--- config.mk ---
export PLATFORM = sky130hd
export DESIGN_NAME = text_writer
export DESIGN_NICKNAME = d
export VERILOG_FILES = /design/src/rtl/text_writer.sv
export SDC_FILE = /design/constraint.sdc
export NUM_CORES = 1
export LEC_CHECK = 0
export ABC_AREA = 0
export BUFFER_PORTS_ARGS = -buffer_cell sky130_fd_sc_hd__buf_4
export CORE_MARGIN = 8
export CORE_UTILIZATION = 45
export DETAILED_ROUTE_END_ITERATION = 12
export PLACE_DENSITY = 0.71
export SKIP_LAST_GASP = 1
export SYNTH_ARGS = -nofsm -noshare
export SYNTH_HDL_FRONTEND = slang
export SYNTH_SLANG_ARGS = --single-unit
export TNS_END_PERCENT = 30
--- constraint.sdc ---
create_clock -name clk -period 3.7 [get_ports clk]
set_input_delay 0.37 -clock clk [delete_from_list [all_inputs] [get_ports clk]]
set_output_delay 0.37 -clock clk [all_outputs]
set_load 0.1 [all_outputs]
--- src/rtl/text_writer.sv ---
// rtl/text_writer.sv - keyboard-code to character-RAM writer with cursor and clear sweep; optional arrows via TEXT_WRITER_ARROWS_EN
module text_writer #(
    parameter int COLS      = 40,
    parameter int ROWS      = 15,
    parameter int CODE_W    = 10,
    parameter int DATA_W    = 10,
    parameter int PRINT_MAX = 38,
    localparam int ADDR_W   = $clog2(COLS*ROWS),
    localparam int COL_W    = $clog2(COLS),
    localparam int ROW_W    = $clog2(ROWS)
) (
    input  logic              clk,
    input  logic              rst,
    input  logic              clear,
    input  logic [CODE_W-1:0] teclado,
    input  logic              done,
    output logic [ADDR_W-1:0] address,
    output logic              en_mem,
    output logic [DATA_W-1:0] wr_data_mem,
    output logic              busy,
    output logic [COL_W-1:0]  cursor_col,
    output logic [ROW_W-1:0]  cursor_row
);

    // One extra bit so the sweep counter can reach COLS*ROWS even when it is a power of two
    localparam int CNT_W = ADDR_W + 1;
    localparam logic [CNT_W-1:0]  L_CELLS    = CNT_W'(COLS*ROWS);
    localparam logic [COL_W-1:0]  L_COL_LAST = COL_W'(COLS-1);
    localparam logic [ROW_W-1:0]  L_ROW_LAST = ROW_W'(ROWS-1);

    localparam logic [CODE_W-1:0] K_BREAK = CODE_W'(12'h0F0);
    localparam logic [CODE_W-1:0] K_EXT   = CODE_W'(12'h0E0);
    localparam logic [CODE_W-1:0] K_ENTER = CODE_W'(12'h0C0);
    localparam logic [CODE_W-1:0] K_BKSP  = CODE_W'(12'h108);
    localparam logic [CODE_W-1:0] K_PRINT = CODE_W'(PRINT_MAX);
`ifdef TEXT_WRITER_ARROWS_EN
    localparam logic [CODE_W-1:0] K_LEFT  = CODE_W'(12'h06B);
    localparam logic [CODE_W-1:0] K_RIGHT = CODE_W'(12'h074);
    localparam logic [CODE_W-1:0] K_UP    = CODE_W'(12'h075);
    localparam logic [CODE_W-1:0] K_DOWN  = CODE_W'(12'h072);
`endif

    typedef enum logic {
        S_IDLE  = 1'b0,
        S_CLEAR = 1'b1
    } state_t;

    state_t            r_state, w_state_nxt;
    logic [COL_W-1:0]  r_col, w_col_nxt;
    logic [ROW_W-1:0]  r_row, w_row_nxt;
    logic              r_ign, w_ign_nxt;
    logic              r_ext, w_ext_nxt;
    logic [CNT_W-1:0]  r_cnt, w_cnt_nxt;
    logic [ADDR_W-1:0] r_addr, w_addr_nxt;
    logic              r_en, w_en_nxt;
    logic [DATA_W-1:0] r_data, w_data_nxt;

    // Neighbouring cursor positions used by printable, Enter, Backspace and arrows
    logic [ROW_W-1:0]  w_row_inc, w_row_dec;
    logic [COL_W-1:0]  w_adv_col, w_ret_col;
    logic [ROW_W-1:0]  w_adv_row, w_ret_row;
    logic [ADDR_W-1:0] w_cur_addr, w_ret_addr;

    assign w_row_inc  = (r_row == L_ROW_LAST) ? '0 : r_row + 1'b1;
    assign w_row_dec  = (r_row == '0) ? L_ROW_LAST : r_row - 1'b1;
    assign w_adv_col  = (r_col == L_COL_LAST) ? '0 : r_col + 1'b1;
    assign w_adv_row  = (r_col == L_COL_LAST) ? w_row_inc : r_row;
    assign w_ret_col  = (r_col == '0) ? L_COL_LAST : r_col - 1'b1;
    assign w_ret_row  = (r_col == '0) ? w_row_dec : r_row;
    assign w_cur_addr = ADDR_W'(int'(r_row) * COLS + int'(r_col));
    assign w_ret_addr = ADDR_W'(int'(w_ret_row) * COLS + int'(w_ret_col));

    // Next-state, cursor, flag and write-port decode
    always_comb begin
        w_state_nxt = r_state;
        w_col_nxt   = r_col;
        w_row_nxt   = r_row;
        w_ign_nxt   = r_ign;
        w_ext_nxt   = r_ext;
        w_cnt_nxt   = r_cnt;
        w_addr_nxt  = r_addr;
        w_en_nxt    = 1'b0;
        w_data_nxt  = r_data;
        case (r_state)
            S_IDLE: begin
                if (clear) begin
                    // First sweep write is issued here so address 0 appears the next cycle
                    w_state_nxt = S_CLEAR;
                    w_en_nxt    = 1'b1;
                    w_addr_nxt  = '0;
                    w_data_nxt  = '0;
                    w_cnt_nxt   = CNT_W'(1);
                end else if (done) begin
                    if (r_ign) begin
                        w_ign_nxt = 1'b0;
                        w_ext_nxt = 1'b0;
                    end else if (teclado == K_BREAK) begin
                        w_ign_nxt = 1'b1;
                    end else if (teclado == K_EXT) begin
                        w_ext_nxt = 1'b1;
                    end else if (r_ext) begin
                        w_ext_nxt = 1'b0;
`ifdef TEXT_WRITER_ARROWS_EN
                        if (teclado == K_LEFT) begin
                            w_col_nxt = w_ret_col;
                            w_row_nxt = w_ret_row;
                        end else if (teclado == K_RIGHT) begin
                            w_col_nxt = w_adv_col;
                            w_row_nxt = w_adv_row;
                        end else if (teclado == K_UP) begin
                            w_row_nxt = w_row_dec;
                        end else if (teclado == K_DOWN) begin
                            w_row_nxt = w_row_inc;
                        end
`endif
                    end else if (teclado < K_PRINT) begin
                        w_en_nxt   = 1'b1;
                        w_addr_nxt = w_cur_addr;
                        w_data_nxt = DATA_W'(teclado);
                        w_col_nxt  = w_adv_col;
                        w_row_nxt  = w_adv_row;
                    end else if (teclado == K_ENTER) begin
                        w_col_nxt = '0;
                        w_row_nxt = w_row_inc;
                    end else if (teclado == K_BKSP) begin
                        w_en_nxt   = 1'b1;
                        w_addr_nxt = w_ret_addr;
                        w_data_nxt = '0;
                        w_col_nxt  = w_ret_col;
                        w_row_nxt  = w_ret_row;
                    end
                end
            end
            S_CLEAR: begin
                if (r_cnt == L_CELLS) begin
                    w_state_nxt = S_IDLE;
                    w_col_nxt   = '0;
                    w_row_nxt   = '0;
                    w_ign_nxt   = 1'b0;
                    w_ext_nxt   = 1'b0;
                end else begin
                    w_en_nxt   = 1'b1;
                    w_addr_nxt = r_cnt[ADDR_W-1:0];
                    w_data_nxt = '0;
                    w_cnt_nxt  = r_cnt + 1'b1;
                end
            end
            default: w_state_nxt = S_IDLE;
        endcase
    end

    // State and output registers; reset overrides all inputs
    always_ff @(posedge clk) begin
        if (rst) begin
            r_state <= S_IDLE;
            r_col   <= '0;
            r_row   <= '0;
            r_ign   <= 1'b0;
            r_ext   <= 1'b0;
            r_cnt   <= '0;
            r_addr  <= '0;
            r_en    <= 1'b0;
            r_data  <= '0;
        end else begin
            r_state <= w_state_nxt;
            r_col   <= w_col_nxt;
            r_row   <= w_row_nxt;
            r_ign   <= w_ign_nxt;
            r_ext   <= w_ext_nxt;
            r_cnt   <= w_cnt_nxt;
            r_addr  <= w_addr_nxt;
            r_en    <= w_en_nxt;
            r_data  <= w_data_nxt;
        end
    end

    assign address     = r_addr;
    assign en_mem      = r_en;
    assign wr_data_mem = r_data;
    assign busy        = (r_state == S_CLEAR);
    assign cursor_col  = r_col;
    assign cursor_row  = r_row;

endmodule

==> results.sh <==
export IMPL_cp_cell_sequence="inv_1, ha_1, nor3b_1, and2_1, mux2_2, ha_1, ha_1, fa_1, o2111ai_1, xor2_1, xnor2_1, a222oi_1, a211oi_1"
export IMPL_critPathArrivalTime_ns=3.74
export IMPL_status="finished, final reports clean"
export IMPL_fill_cells=638
export IMPL_yosysUniqueCellTypes=57
export IMPL_place_inst=490
export IMPL_synth_area_mm2=0.00307
export IMPL_grt_max_degree=37
export IMPL_cp_slowest_stage_delay_ns=0.58
export IMPL_register_area_um2=908
export IMPL_finalClockSkew_ns=0.00518
export IMPL_cts_tree="done"
export IMPL_syn_to_final_growth_pct=16.8
export IMPL_r2r_slack_ns=0.14
export IMPL_crit_path_frequent_cell="ha_1"
export IMPL_num_vias=2962
export IMPL_grt_usage_pct=17.1
export IMPL_nets=458
export IMPL_cts_inserted_buffers=5
export IMPL_drtAntennaViolNets=0
export IMPL_die_h_um=98.7
export IMPL_dieArea_mm2=0.00973
export IMPL_io_pins=46
export IMPL_synth_warnings=0
export IMPL_p_per_area_mw_per_mm2=384
export IMPL_slew_limit_headroom_pct=22.1
export IMPL_gp_congestion=0.915
export IMPL_start_util_pct=45.8
export IMPL_end_kind="flip-flop"
export IMPL_async_flop_share_pct=0
export IMPL_fp_coreArea_mm2=0.00672
export IMPL_n_antenna_cell=0
export IMPL_rsz0062_at_grt="yes"
export IMPL_period_share_pct=96.3
export IMPL_tightestPinTransition_ns=1.15
export IMPL_crit_family="adder cells"
export IMPL_grt_pass1_vias=2880
export IMPL_synthTopCellsByArea="dfxtp_1 29%, ha_1 9.4%, nor2_1 5.4%"
export IMPL_hold_violations=0
export IMPL_critical_path_class="reg2reg"
export IMPL_placed_area_mm2=0.00346
export IMPL_drt_wirelength_per_cell_um=16.7
export IMPL_syn_num_nets=419
export IMPL_post_drt_via_cell_ratio=5.95
export IMPL_drive_above_1_share_pct=18.4
export IMPL_ys_ff_latch=45
export IMPL_grt_overflow=0
export IMPL_finalSetupViolCount=0
export IMPL_clk_pin_slew_ns=0.09
export IMPL_drt_iter0_markers=226
export IMPL_clockRootBuffer="clkbuf_8"
export IMPL_synthDominantCellAreaShare_pct=29.3
export IMPL_min_path_type="in2reg"
export IMPL_vdd_ir_drop_max_mv=0.285
export IMPL_synth_edf_count=0
export IMPL_hold_ws_ns=0.343
export IMPL_first_pass_iters=5
export IMPL_postCtsHoldBufs=0
export IMPL_grt_first_pass_wirelength_mm=13.9
export IMPL_drc=0
export IMPL_min_period_ns=3.56
export IMPL_start_kind="flip-flop"
export IMPL_clock_latency_ns=0.31
export IMPL_cp_max_fo=8
export IMPL_finalInstanceArea_mm2=0.00359
export IMPL_synthTopCellsByCount="45 x dfxtp_1, 44 x nor2_1, 36 x nand2_1"
export IMPL_yosysTopAreaCell="dfxtp_1"
export IMPL_drv_cap=0
export IMPL_totalWireLength_mm=8.32
export IMPL_yosysMostFrequentCell="dfxtp_1"
export IMPL_synth_ff_type="dfxtp_1"
export IMPL_clock_fmax_mhz=281
export IMPL_cp_num_buf_inv=1
export IMPL_clk_path_buf_depth=2
export IMPL_die_w_um=98.7
export IMPL_grt_antenna_before_repair=0
export IMPL_leakagePower_uw=0.00145
export IMPL_slew_viol_final=0
export IMPL_synth_avg_cell_area_um2=8.13
export IMPL_hpwl_mm=6.31
export IMPL_cts_sinks=45
export IMPL_crit_slowest_cell="fa_1"
export IMPL_io_buffers=45
export IMPL_final_instance_count_excl_fill=498
export IMPL_required_ns=3.88
export IMPL_rows=30
export IMPL_synth_seq_area_share_pct=29.3
export IMPL_postCtsSetupBuffers=0
export IMPL_multi_input_area_mm2=0.00203
export IMPL_synth_cells=378
export IMPL_htree_levels=2
per-stage QoR:
step / total power (µW) / setup WS, ns / setup TNS, ns / util [%]
2_1_floorplan: 885 / 0.0455 / 0 / -
3_3_place_gp: 981 / 0.256 / 0 / 51.6
3_5_place_dp: 987 / 0.159 / 0 / 51.6
4_1_cts: 1380 / 0.136 / 0 / 53.3
5_1_grt: 1450 / -0.0900 / -0.0914 / 53.4
6_report: 1380 / 0.136 / 0 / 53.4
metal layers:
metal / share of wire (%) / track usage (%) / wire [µm]
met5: 0 / 0 / 0
met4: 1.6 / 4.49 / 129
met3: 4.8 / 3.03 / 403
met2: 47 / 28.4 / 3940
met1: 46 / 22.1 / 3850
layout make-up:
cell class              count  area share [%]
repair buffers             51            10.7
flip-flops and latches     45            25.3
clock buffers               5            1.92
inverters                  14            1.46
clock inverters             3            1.39
multi-input cells         300            56.5
well taps                  80            2.79
path summary, 6_finish.rpt:
| check | from | to | depth (start not counted) |
|---|---|---|---|
| setup reg to reg | cursor_col[0] | address[8] | 13 |
| hold reg to reg | wr_data_mem[4] | wr_data_mem[4] | 2 |
| setup / recovery | cursor_col[0] | address[8] | 13 |
| hold / removal | teclado[0] | wr_data_mem[0] | 3 |
where the power goes:
group	leakage [µW]	total, µW	internal, µW	switching, µW
clock network	0.0000603	396	207	189
logic	0.00102	456	158	298
registers	0.000369	525	503	22.4
total	0.00145	1380	868	509
state kept, by name (all words and copies together), names as in the netlist:
register / flops
address: 10
busy: 1
cursor_col: 6
cursor_row: 4
en_mem: 1
r_cnt: 11
r_ext: 1
r_ign: 1
wr_data_mem: 10
cell families after synthesis:
group                      share of synthesized area, %
buffers and inverters                              4.97
DFF                                                29.3
muxes                                              3.01
AOI/OAI and AO/OA                                  22.9
and+or+nand+nor                                    21.6
adders and majority gates                          12.0
xor gates and xnor gates                           6.27
cell usage in the layout (no fill, tap or decap), types with 3 or more instances in the layout:
cell type	n
o21ai_0	14
dfxtp_2	6
dfxtp_1	39
fa_1	4
a21o_1	6
nand2b_1	3
o32ai_1	5
buf_4	51
inv_1	14
ha_1	23
o31ai_1	3
xor2_1	10
nand3_1	18
a211oi_1	8
nand2_1	36
nand4_1	5
mux2i_1	7
o211ai_1	5
a31oi_1	5
clkbuf_8	5
a221oi_1	4
xnor2_1	11
and2_1	6
or2_2	3
nor2_1	44
nor3_1	10
a21oi_1	30
what timing repair did:
item,4_1_cts,5_1_grt
resized for setup,0,1
hold endpoints to repair,0,0
endpoints found under the setup margin,0,3
worst min-delay path, stage by stage:
cell     delay [ns]
buf_4          0.11
nand3_1        0.06
a21oi_1        0.06
Power figures use the tool's default switching activity.
